File: src/rtl/cdecv_ctrl_pkg.sv
// Shared definitions for the CDECV execution controller.
// Holds the command opcode encoding, the controller state encoding and
// the width of the pulse/step counter. Imported by the controller top,
// its strobe generator and the command/response interface.
package cdecv_ctrl_pkg;

  // Pulse/step counter must hold 256 (a STEP with count 0)
  localparam int STEP_CNT_W = 9;

  // Command opcodes carried on cmd_op; 5..7 are illegal
  typedef enum logic [2:0] {
    OP_MWR  = 3'd0,
    OP_MRD  = 3'd1,
    OP_STEP = 3'd2,
    OP_CRST = 3'd3,
    OP_DRD  = 3'd4
  } op_t;

  // Controller states
  typedef enum logic [3:0] {
    ST_IDLE,
    ST_MEM_HI,
    ST_MEM_LO,
    ST_STEP_HI,
    ST_STEP_LO,
    ST_RST_HI,
    ST_RST_LO,
    ST_DBG_WAIT,
    ST_RSP
  } state_t;

endpackage

File: src/rtl/cdecv_exec_ctrl_if.sv
// Command/response channel between the monitor command path and the
// CDECV execution controller.
//   cmd_valid/cmd_ready : command handshake
//   cmd_op/addr/data    : opcode, address (or debug index), data (or step count)
//   rsp_valid/rsp_ready : response handshake
//   rsp_data/rsp_err    : read result and illegal-opcode flag
// master = command issuer (monitor side), slave = the controller.
interface cdecv_exec_ctrl_if;
  import cdecv_ctrl_pkg::*;

  logic        cmd_valid;
  logic        cmd_ready;
  logic [2:0]  cmd_op;
  logic [7:0]  cmd_addr;
  logic [7:0]  cmd_data;
  logic        rsp_valid;
  logic        rsp_ready;
  logic [15:0] rsp_data;
  logic        rsp_err;

  modport master (
    output cmd_valid, cmd_op, cmd_addr, cmd_data, rsp_ready,
    input  cmd_ready, rsp_valid, rsp_data, rsp_err
  );

  modport slave (
    input  cmd_valid, cmd_op, cmd_addr, cmd_data, rsp_ready,
    output cmd_ready, rsp_valid, rsp_data, rsp_err
  );

endinterface

File: src/rtl/cdecv_exec_ctrl_strobe_gen.sv
// Single-pulse strobe generator for the CDECV execution controller.
// A start request produces one strobe period: HALF cycles high followed by
// HALF cycles low. A start arriving on the last low cycle chains straight
// into the next pulse with no gap.
//   clk, rst : system clock, synchronous active-high reset
//   start    : begin a new pulse (strobe high from the next cycle)
//   strobe   : registered strobe output
//   last_hi  : current cycle is the final high cycle
//   done     : current cycle is the final low cycle
module cdecv_exec_ctrl_strobe_gen #(
  parameter int unsigned HALF = 2
) (
  input  logic clk,
  input  logic rst,
  input  logic start,
  output logic strobe,
  output logic last_hi,
  output logic done
);
  import cdecv_ctrl_pkg::*;

  localparam int unsigned CW = $clog2(HALF + 1);
  localparam logic [CW-1:0] LAST = CW'(HALF - 1);

  logic [CW-1:0] cnt;
  logic          busy;

  // Phase counter: counts cycles within the current half-period; the
  // strobe level itself tells which half we are in.
  always_ff @(posedge clk) begin
    if (rst) begin
      strobe <= 1'b0;
      busy   <= 1'b0;
      cnt    <= '0;
    end else if (start) begin
      strobe <= 1'b1;
      busy   <= 1'b1;
      cnt    <= '0;
    end else if (busy) begin
      if (cnt == LAST) begin
        cnt <= '0;
        if (strobe) strobe <= 1'b0;
        else        busy   <= 1'b0;
      end else begin
        cnt <= cnt + 1'b1;
      end
    end
  end

  assign last_hi = busy && strobe && (cnt == LAST);
  assign done    = busy && !strobe && (cnt == LAST);

endmodule

File: src/rtl/cdecv_exec_ctrl.sv
// CDECV execution controller: runs one monitor command at a time
// (memory write/read, N-cycle single step, CDECV reset sequence, debug
// register read) and returns exactly one response per command.
//   clk_clk, reset_reset : system clock, synchronous active-high reset
//   bus                  : command/response channel (slave side)
//   prg_ma/wd/we/clock   : program memory address, write data, write enable, clock strobe
//   prg_rd               : program memory read data
//   clock_to_cdecv       : CDECV clock strobe
//   reset_to_cdecv       : CDECV reset
//   dbg_addr/dbg_data    : debug register select and value
module cdecv_exec_ctrl #(
  parameter int unsigned HALF       = 2,
  parameter int unsigned RST_PULSES = 2,
  parameter int unsigned DBG_WAIT   = 2
) (
  input  logic                    clk_clk,
  input  logic                    reset_reset,
  cdecv_exec_ctrl_if.slave        bus,
  output logic [7:0]              prg_ma,
  output logic [7:0]              prg_wd,
  output logic                    prg_we,
  output logic                    prg_clock,
  input  logic [7:0]              prg_rd,
  output logic                    clock_to_cdecv,
  output logic                    reset_to_cdecv,
  output logic [3:0]              dbg_addr,
  input  logic [15:0]             dbg_data
);
  import cdecv_ctrl_pkg::*;

  state_t                  state;
  logic [STEP_CNT_W-1:0]   pulse_cnt;
  logic [STEP_CNT_W-1:0]   step_total;
  logic                    accept;
  logic                    sg_start;
  logic                    sg_strobe;
  logic                    sg_last_hi;
  logic                    sg_done;

  assign accept = bus.cmd_valid && bus.cmd_ready;

  // Start a strobe pulse on acceptance of a strobing command, and chain the
  // next pulse on the last low cycle while more pulses remain.
  always_comb begin
    sg_start = 1'b0;
    if (state == ST_IDLE && accept) begin
      sg_start = bus.cmd_op inside {OP_MWR, OP_MRD, OP_STEP, OP_CRST};
    end else if ((state == ST_STEP_LO || state == ST_RST_LO) && sg_done &&
                 pulse_cnt > STEP_CNT_W'(1)) begin
      sg_start = 1'b1;
    end
  end

  cdecv_exec_ctrl_strobe_gen #(.HALF(HALF)) strobe_gen (
    .clk     (clk_clk),
    .rst     (reset_redirect_guard()),
    .start   (sg_start),
    .strobe  (sg_strobe),
    .last_hi (sg_last_hi),
    .done    (sg_done)
  );

  function automatic logic reset_redirect_guard();
    return reset_reset;
  endfunction

  // The single strobe is steered to whichever target the state owns, so the
  // two strobes can never be high together.
  assign prg_clock      = sg_strobe && (state == ST_MEM_HI);
  assign clock_to_cdecv = sg_strobe && (state == ST_STEP_HI || state == ST_RST_HI);

  // Command sequencer. One pulse counter is shared by STEP (remaining
  // pulses), CRST (remaining reset pulses) and DRD (remaining wait cycles).
  always_ff @(posedge clk_clk) begin
    if (reset_reset) begin
      state          <= ST_IDLE;
      bus.cmd_ready  <= 1'b1;
      bus.rsp_valid  <= 1'b0;
      bus.rsp_data   <= '0;
      bus.rsp_err    <= 1'b0;
      prg_ma         <= '0;
      prg_wd         <= '0;
      prg_we         <= 1'b0;
      reset_to_cdecv <= 1'b0;
      dbg_addr       <= '0;
      pulse_cnt      <= '0;
      step_total     <= '0;
    end else begin
      case (state)
        ST_IDLE: begin
          if (accept) begin
            bus.cmd_ready <= 1'b0;
            bus.rsp_data  <= '0;
            bus.rsp_err   <= 1'b0;
            case (op_t'(bus.cmd_op))
              OP_MWR: begin
                prg_ma <= bus.cmd_addr;
                prg_wd <= bus.cmd_data;
                prg_we <= 1'b1;
                state  <= ST_MEM_HI;
              end
              OP_MRD: begin
                prg_ma <= bus.cmd_addr;
                prg_we <= 1'b0;
                state  <= ST_MEM_HI;
              end
              OP_STEP: begin
                // A count of 0 means a full 256 pulses
                pulse_cnt  <= (bus.cmd_data == 8'd0) ? STEP_CNT_W'(256)
                                                     : {1'b0, bus.cmd_data};
                step_total <= (bus.cmd_data == 8'd0) ? STEP_CNT_W'(256)
                                                     : {1'b0, bus.cmd_data};
                state      <= ST_STEP_HI;
              end
              OP_CRST: begin
                reset_to_cdecv <= 1'b1;
                pulse_cnt      <= STEP_CNT_W'(RST_PULSES);
                state          <= ST_RST_HI;
              end
              OP_DRD: begin
                dbg_addr  <= bus.cmd_addr[3:0];
                pulse_cnt <= STEP_CNT_W'(DBG_WAIT);
                state     <= ST_DBG_WAIT;
              end
              default: begin
                bus.rsp_err   <= 1'b1;
                bus.rsp_valid <= 1'b1;
                state         <= ST_RSP;
              end
            endcase
          end
        end
        ST_MEM_HI: begin
          if (sg_last_hi) begin
            // Reads capture memory data while the memory clock is still high
            if (!prg_we) bus.rsp_data <= {8'h00, prg_rd};
            state <= ST_MEM_LO;
          end
        end
        ST_MEM_LO: begin
          if (sg_done) begin
            prg_we        <= 1'b0;
            bus.rsp_valid <= 1'b1;
            state         <= ST_RSP;
          end
        end
        ST_STEP_HI: begin
          if (sg_last_hi) state <= ST_STEP_LO;
        end
        ST_STEP_LO: begin
          if (sg_done) begin
            if (pulse_cnt > STEP_CNT_W'(1)) begin
              pulse_cnt <= pulse_cnt - 1'b1;
              state     <= ST_STEP_HI;
            end else begin
              pulse_cnt     <= '0;
              bus.rsp_data  <= {7'd0, step_total};
              bus.rsp_valid <= 1'b1;
              state         <= ST_RSP;
            end
          end
        end
        ST_RST_HI: begin
          if (sg_last_hi) state <= ST_RST_LO;
        end
        ST_RST_LO: begin
          if (sg_done) begin
            if (pulse_cnt > STEP_CNT_W'(1)) begin
              pulse_cnt <= pulse_cnt - 1'b1;
              state     <= ST_RST_HI;
            end else begin
              pulse_cnt      <= '0;
              reset_to_cdecv <= 1'b0;
              bus.rsp_valid  <= 1'b1;
              state          <= ST_RSP;
            end
          end
        end
        ST_DBG_WAIT: begin
          if (pulse_cnt <= STEP_CNT_W'(1)) begin
            pulse_cnt     <= '0;
            bus.rsp_data  <= dbg_data;
            bus.rsp_valid <= 1'b1;
            state         <= ST_RSP;
          end else begin
            pulse_cnt <= pulse_cnt - 1'b1;
          end
        end
        ST_RSP: begin
          if (bus.rsp_ready) begin
            bus.rsp_valid <= 1'b0;
            bus.rsp_data  <= '0;
            bus.rsp_err   <= 1'b0;
            bus.cmd_ready <= 1'b1;
            state         <= ST_IDLE;
          end
        end
        default: state <= ST_IDLE;
      endcase
    end
  end

endmodule

File: src/flat_wrapper.sv
// flat-port wrapper written by rule: the top's interface ports become plain ports
module cdecv_exec_ctrl_flat import cdecv_ctrl_pkg::*;
#(
  parameter int unsigned HALF       = 2,
  parameter int unsigned RST_PULSES = 2,
  parameter int unsigned DBG_WAIT   = 2
)
  (clk_clk, reset_reset, prg_ma, prg_wd, prg_we, prg_clock, prg_rd, clock_to_cdecv, reset_to_cdecv, dbg_addr, dbg_data, bus_cmd_valid, bus_cmd_op, bus_cmd_addr, bus_cmd_data, bus_rsp_ready, bus_cmd_ready, bus_rsp_valid, bus_rsp_data, bus_rsp_err);
  cdecv_exec_ctrl_if bus_i ();
  input  logic clk_clk;
  input  logic reset_reset;
  output logic [7:0] prg_ma;
  output logic [7:0] prg_wd;
  output logic prg_we;
  output logic prg_clock;
  input  logic [7:0] prg_rd;
  output logic clock_to_cdecv;
  output logic reset_to_cdecv;
  output logic [3:0] dbg_addr;
  input  logic [15:0] dbg_data;
  input wire logic [$bits(bus_i.cmd_valid)-1:0] bus_cmd_valid;
  input wire logic [$bits(bus_i.cmd_op)-1:0] bus_cmd_op;
  input wire logic [$bits(bus_i.cmd_addr)-1:0] bus_cmd_addr;
  input wire logic [$bits(bus_i.cmd_data)-1:0] bus_cmd_data;
  input wire logic [$bits(bus_i.rsp_ready)-1:0] bus_rsp_ready;
  output wire logic [$bits(bus_i.cmd_ready)-1:0] bus_cmd_ready;
  output wire logic [$bits(bus_i.rsp_valid)-1:0] bus_rsp_valid;
  output wire logic [$bits(bus_i.rsp_data)-1:0] bus_rsp_data;
  output wire logic [$bits(bus_i.rsp_err)-1:0] bus_rsp_err;
  assign bus_i.cmd_valid = bus_cmd_valid;
  assign bus_i.cmd_op = bus_cmd_op;
  assign bus_i.cmd_addr = bus_cmd_addr;
  assign bus_i.cmd_data = bus_cmd_data;
  assign bus_i.rsp_ready = bus_rsp_ready;
  assign bus_cmd_ready = bus_i.cmd_ready;
  assign bus_rsp_valid = bus_i.rsp_valid;
  assign bus_rsp_data = bus_i.rsp_data;
  assign bus_rsp_err = bus_i.rsp_err;
  cdecv_exec_ctrl #(.HALF(HALF), .RST_PULSES(RST_PULSES), .DBG_WAIT(DBG_WAIT)) u_core (.clk_clk(clk_clk), .reset_reset(reset_reset), .bus(bus_i), .prg_ma(prg_ma), .prg_wd(prg_wd), .prg_we(prg_we), .prg_clock(prg_clock), .prg_rd(prg_rd), .clock_to_cdecv(clock_to_cdecv), .reset_to_cdecv(reset_to_cdecv), .dbg_addr(dbg_addr), .dbg_data(dbg_data));
endmodule
File: config.mk
export PLATFORM = sky130hd
export DESIGN_NAME = cdecv_exec_ctrl_flat
export DESIGN_NICKNAME = d
export VERILOG_FILES = /design/src/rtl/cdecv_ctrl_pkg.sv /design/src/rtl/cdecv_exec_ctrl_if.sv /design/src/rtl/cdecv_exec_ctrl_strobe_gen.sv /design/src/rtl/cdecv_exec_ctrl.sv /design/src/flat_wrapper.sv
export SDC_FILE = /design/constraint.sdc
export NUM_CORES = 1
export LEC_CHECK = 0
export CORE_AREA = 2 2 92 94
export CTS_CLUSTER_DIAMETER = 40
export DETAILED_ROUTE_END_ITERATION = 8
export DIE_AREA = 0 0 94 96
export PLACE_DENSITY_LB_ADDON = 0.3
export SKIP_CTS_REPAIR_TIMING = 1
export SKIP_LAST_GASP = 1
export SLEW_MARGIN = 20
export SYNTH_ARGS = -nofsm -noshare
export SYNTH_HDL_FRONTEND = slang
export SYNTH_SLANG_ARGS = --single-unit
File: constraint.sdc
create_clock -name clk_clk -period 2.1 [get_ports clk_clk]
set_input_delay 0.21 -clock clk_clk [delete_from_list [all_inputs] [get_ports clk_clk]]
set_output_delay 0.21 -clock clk_clk [all_outputs]
set_load 0.01 [all_outputs]
# Yosys cells after proc, flatten, opt, wreduce, memory -nomap -nowiden
# Cells that the tools add are included.
# W data, S select, Z words.
# word_totals
register_bits,67
input_bits,47
out_inout_bits,43
wordCells,153
# op_classes
n_addsub,2
magnitude_cmp,2
n_eq_ne,31
n_mux,61
n_reduce_logical,42
# ops
operator,n
$mux W16,7
$pmux W16 S5,1
$mux W9,5
$mux W4,11
$pmux W4 S9,1
$pmux W9 S3,1
$mux W1,26
$ne A2 B1 Y1 const B,9
$pmux W9 S2,1
$eq A4 B3 Y1 const B,4
$pmux W4 S4,1
$reduce_and A8 Y1,2
$reduce_and A3 Y1,5
$ne A2 B2 Y1 const B,7
$logic_and A1 B1 Y1,10
$pmux W1 S2,5
$reduce_bool A2 Y1,5
$reduce_bool A5 Y1,2
$gt A9 B1 Y1 const B,1
$le A9 B1 Y1 const B,1
$reduce_and A9 Y1,1
$sub A9 B1 Y9 const B,1
$eq A4 B2 Y1 const B,2
$logic_not A8 Y1,1
other kinds (21),28

# Longest topological paths before layout
# Gate-level depths: netlist of run 1.
# depth
ltp_word,9
depth_mapped,10
mapped_depth_nobuf,7

# Modules after synthesis
# Synthesis of run 1 repeated with hierarchy kept, for this count alone.
# hier_totals
cells_unflattened,412
hier_area_um2,3380.7
# by_module_without_submodules
mod,instances,cells_per_inst,area_each_um2,seq_area_each_um2
cdecv_exec_ctrl,1,395,3224.3,1261.2
cdecv_exec_ctrl_strobe_gen,1,17,156.4,80.1

# Worst setup path after synthesis of run 1
# Ideal clock, no wire load.
# synth_timing
path_kind,register -> register
from,reg u_core.pulse_cnt[1]
to,reg u_core.bus.rsp_data[6]
setup_time_ns,0.086
arrival_ns,2.065
t_required_ns,2.014
setup_slack_ns,-0.050
path_stages_with_launch,11
n_path_buf,3
synth_period_minus_slack_ns,2.150
path_cell_list,dfxtp_1 -> inv_1 -> ha_1 -> o21bai_1 -> and4b_1 -> buf_4 -> a211o_1 -> and2_1 -> buf_2 -> buf_2 -> a211oi_1
# synth_via
elab_chain_cells,3
word_cells_on_any_way,5
cone_classes,order compare (2); eq/ne (2); reduce/logical (1)
# synth_lines
element,line,text
start: declaration,cdecv_exec_ctrl.sv:32,logic [STEP_CNT_W-1:0] pulse_cnt;
start signal: assignment,cdecv_exec_ctrl.sv:109,pulse_cnt <= (bus.cmd_data == 8'd0) ? STEP_CNT_W'(256)
start signal: assignment,cdecv_exec_ctrl.sv:117,pulse_cnt <= STEP_CNT_W'(RST_PULSES);
start signal: assignment,cdecv_exec_ctrl.sv:122,pulse_cnt <= STEP_CNT_W'(DBG_WAIT);
$gt A9 B1 Y1 / $le A9 B1 Y1 (equally long branches),"cdecv_exec_ctrl.sv:152, cdecv_exec_ctrl.sv:180",
$ne A2 B2 Y1 (no line) / $ne A2 B1 Y1 (equally long branches),--,
$reduce_and A8 Y1 (no line) (*),--,
end signal: assignment,cdecv_exec_ctrl.sv:136,"if (!prg_we) bus.rsp_data <= {8'h00, prg_rd};"
end signal: assignment,cdecv_exec_ctrl.sv:157,"bus.rsp_data <= {7'd0, step_total};"
end signal: assignment,cdecv_exec_ctrl.sv:182,bus.rsp_data <= dbg_data;
end: declaration,cdecv_exec_ctrl_if.sv:28,"output cmd_ready, rsp_valid, rsp_data, rsp_err"
# Mark *: on every way between the ends. The rest lies on a longest branch, timed or not.
# A chain may end at the register's enable or synchronous reset.

# Final worst setup path of run 1
# layout_timing
from,reg u_core.state[2]
to,reg u_core.pulse_cnt[1]
# layout_via
elab_chain_cells,4
word_cells_on_any_way,11
cone_classes,eq/ne (6); mux (1); reduce/logical (4)
# layout_lines
element,line,text
start: declaration,cdecv_exec_ctrl.sv:31,state_t state;
start signal: assignment,cdecv_exec_ctrl.sv:76,state <= ST_IDLE;
start signal: assignment,cdecv_exec_ctrl.sv:100,state <= ST_MEM_HI;
start signal: assignment,cdecv_exec_ctrl.sv:105,state <= ST_MEM_HI;
$eq A4 B3 Y1,cdecv_exec_ctrl.sv:89,case (state)
$reduce_or A2 Y1 (no line),--,
$ne A2 B1 Y1 (no line) / $reduce_bool A3 Y1 (equally long branches),--,
$reduce_and A4 Y1 (no line),--,
# Parallel ways exist; a longest one is shown, timed or not.

==> results of run 1 <==
-- metal layers --
metal,track usage (%),vias to the layer above
li1,-,1697
met1,30.22,1693
met2,36.67,118
met3,7.987,11
met4,7.367,0
met5,0,-
-- metrics by stage --
step                hold slack, ns  power, uW  area, um2  TNS [ns]  setup slack [ns]
finish                      0.2798       6061       5047         0           0.04899
global route                0.2845       6440       5047  -0.06908          -0.03471
CTS                         0.2578       5831       4923   -0.2998           -0.1634
detailed placement          0.4522       4430       4666    -2.102           -0.1214
global placement            0.4480       4401       4666    -1.570          -0.07390
floorplan                   0.3533       3439       3447         0          0.009902
-- how the worst max path moves through the flow --
| stage | depth (start not counted) | from | endpoint |
|---|---|---|---|
| floorplan | 8 | u_core.state[2] | u_core.pulse_cnt[4] |
| global placement | 8 | bus_cmd_valid | u_core.prg_wd[6] |
| detailed placement | 7 | bus_cmd_op[2] | u_core.pulse_cnt[1] |
| CTS | 4 | u_core.state[2] | prg_clock |
| global route | 4 | u_core.state[3] | prg_clock |
| finish | 5 | u_core.state[2] | u_core.pulse_cnt[1] |
-- cells by family (layout without fill, tap and decap cells) --
| logic type | count (synthesis) | count (layout) |
|---|---|---|
| mux | 30 | 30 |
| xor+xnor | 3 | 3 |
| flops | 67 | 67 |
| compound gates | 112 | 112 |
| simple gates | 138 | 138 |
| fa+ha+maj | 2 | 2 |
| buf+inv | 39 | 160 |
-- synth_stat cells, types with 6 or more instances --
library cell  count  area (um2)
a22oi_1           9       67.56
o21ai_0          23       115.1
a22o_1            8       70.07
nand4_1          11       68.82
nor2_1           41       153.9
dfxtp_1          67        1341
mux2i_1          30       300.3
nor3_1           13       65.06
clkbuf_1         19       71.32
and3_1            6       37.54
inv_1             9       33.78
a211oi_1         12       90.09
a21oi_1          24       120.1
nand2_1          22       82.58
-- power by group --
group	internal, uW	total (uW)	switching [uW]
clock	858	1380	523
combinational	1380	3020	1640
sequential	1470	1660	194
-- critical path, stage by stage (launching register included) --
cell	delay (ns)
dfxtp_2	0.38
or4_4	0.56
o21bai_4	0.20
a221o_2	0.45
a211oi_1	0.24
a211oi_1	0.08
-- state kept, by name (all words and copies together), names as in the netlist --
signal,cells
u_core.strobe_gen.strobe,1
u_core.pulse_cnt,9
u_core.step_total,9
u_core.strobe_gen.busy,1
u_core.state,4
u_core.dbg_addr,4
u_core.prg_ma,8
u_core.prg_we,1
u_core.reset_to_cdecv,1
u_core.bus.cmd_ready,1
u_core.bus.rsp_err,1
u_core.strobe_gen.cnt,2
u_core.bus.rsp_data,16
u_core.bus.rsp_valid,1
u_core.prg_wd,8
-- cell type report --
cell class | count | area share, %
Clock buffer | 11 | 3.000
Clock inverter | 5 | 2.107
Inverter | 9 | 0.6693
Multi-Input combinational cell | 285 | 40.03
Sequential cell | 67 | 26.75
Tap cell | 105 | 2.603
Timing Repair Buffer | 135 | 24.84
==> run metrics, run 1 <==
total of max-cap violations=0; routed vias=roughly 3,500; number of I/O port buffers=89; Synth Area in XOR/XNOR=0.7645%; standard-cell rows=33; number of different library cells in the post-synthesis netlist=65; synthesized cell area=roughly 3400 um2; number of flip-flops and latches in the synthesized netlist=67; max-slew violation count=0; initial antenna violation count=0; Synth Instances=391; Peak supply drop=roughly 0.0005 V; normalized max-slew margin=between 50% and 60%; total global-route track usage=23.31%; number of global-route vias before repair=between 3,000 and 4,000; number of top-level pins=90; type of the tightest min-delay check=input pin to flip-flop; iteration-0 DRC count of the detailed router=~180; compound-gate portion of the synthesized area=23.30%; final antenna-violating net count=0; unrepaired setup endpoints after global routing=true; Final Non-Filler Cells=between 600 and 700; Yosys warning count=0; antenna diode instance count=0; most frequent standard cell in the layout excluding fill and tap cells=clkdlybuf4s50_1; portion of the post-synthesis area used by sequential elements=39.02%; area of combinational cells with multiple inputs=about 2000 um2; TritonCTS clock tree=yes; most frequent cells in the layout=clkdlybuf4s50_1, dfxtp_1, buf_4; layout net count=about 560; iteration count of the initial detailed-routing pass=5; pin count of the biggest net entering global routing=39; endpoints failing hold=0; core footprint=8051 um2; Leakage=0.001818 uW; CP Max Fanout=11; Final Cycle Share=97.67%; final-report setup violation count=0; main flop type after synthesis=dfxtp_1; Arrival @ worst endpoint=~2.3 ns; outcome=complete, no violations; RR Startpoint=u_core.state[2]; synthesized area per cell=slightly below 9 um2; kind of launch point of the worst setup path=flip-flop; clock-pin slew reported for the worst setup and hold paths after clock tree synthesis=about 0.08 ns; Initial Utilization=a little over two fifths; Min-Delay Path Depth=2; register area=between 1000 and 1500 um2; Min Clock Period, post-route=just over 2 ns; element type at the critical path end=flip-flop; number of fill cells in the layout=675; Placed Instances=~600; floorplan die width=between 90 and 100 um; post-synthesis to final-layout area growth=46.85%; CTS Root Cell=clkbuf_8; Worst-Margin Slew=0.6228 ns; Post-route DRC=0; endpoint of the worst hold path=u_core.prg_ma[6]; post-detailed-placement half-perimeter wirelength=~7200 um; EDFF count, synth=0; average wire per cell in the routed design=between 15 and 20 um; number of buffers inserted during clock tree synthesis=9; required time reported for the critical path endpoint=~2.3 ns; weighted congestion at the end of routability-driven global placement=about 0.92; GRT Residual Overflow=0; length of routed wiring on met1=4350 um; critical setup path kind=flip-flop to flip-flop; CTS Buffer Depth=2; reg2reg path depth=5; height of the die=roughly 96 um; DR vias/cell=about 5.7; total number of H-tree levels=3; adder-cell share of the synthesized area=less than 1%; syn nets=440; total power density per cell area=roughly 1200 nW/um2; met2 wirelength from detailed routing=4853 um; sum of met3 wire segment lengths after detailed routing=about 740 um; layout cell share with drive strength beyond 1=19.92%; end of the worst register-to-register path=u_core.pulse_cnt[1]; multiplexer area fraction after synthesis=between 8 and 9%; setup skew after layout=about 0.011 ns; post-synthesis simple-gate area fraction=~22%; wire length of the first global-routing pass=16,500 um; r2r setup slk=around 0.05 ns; TritonCTS Sinks=between 60 and 70; highest metal layer used by the detailed router=met4; wire length after detailed routing=a little over 10,000 um; worst-skew pair later-pin latency=0.35 ns; fmax=a little under 500 MHz; Util after Layout=a little over three fifths; die footprint=9024 um2; combinational family with the most area after synthesis=compound AO/OA/AOI/OAI gates; share of synthesized flip-flops with an asynchronous set or reset=0%; source of the worst hold timing path=reset_reset
(Power assumes the default switching activity.)
==> run 2, diff against run 1 <==
- CTS_CLUSTER_DIAMETER: 40 -> default
==> results of run 2 <==
Same layout as run 1: the final DEF is identical, and so are final timing and power.
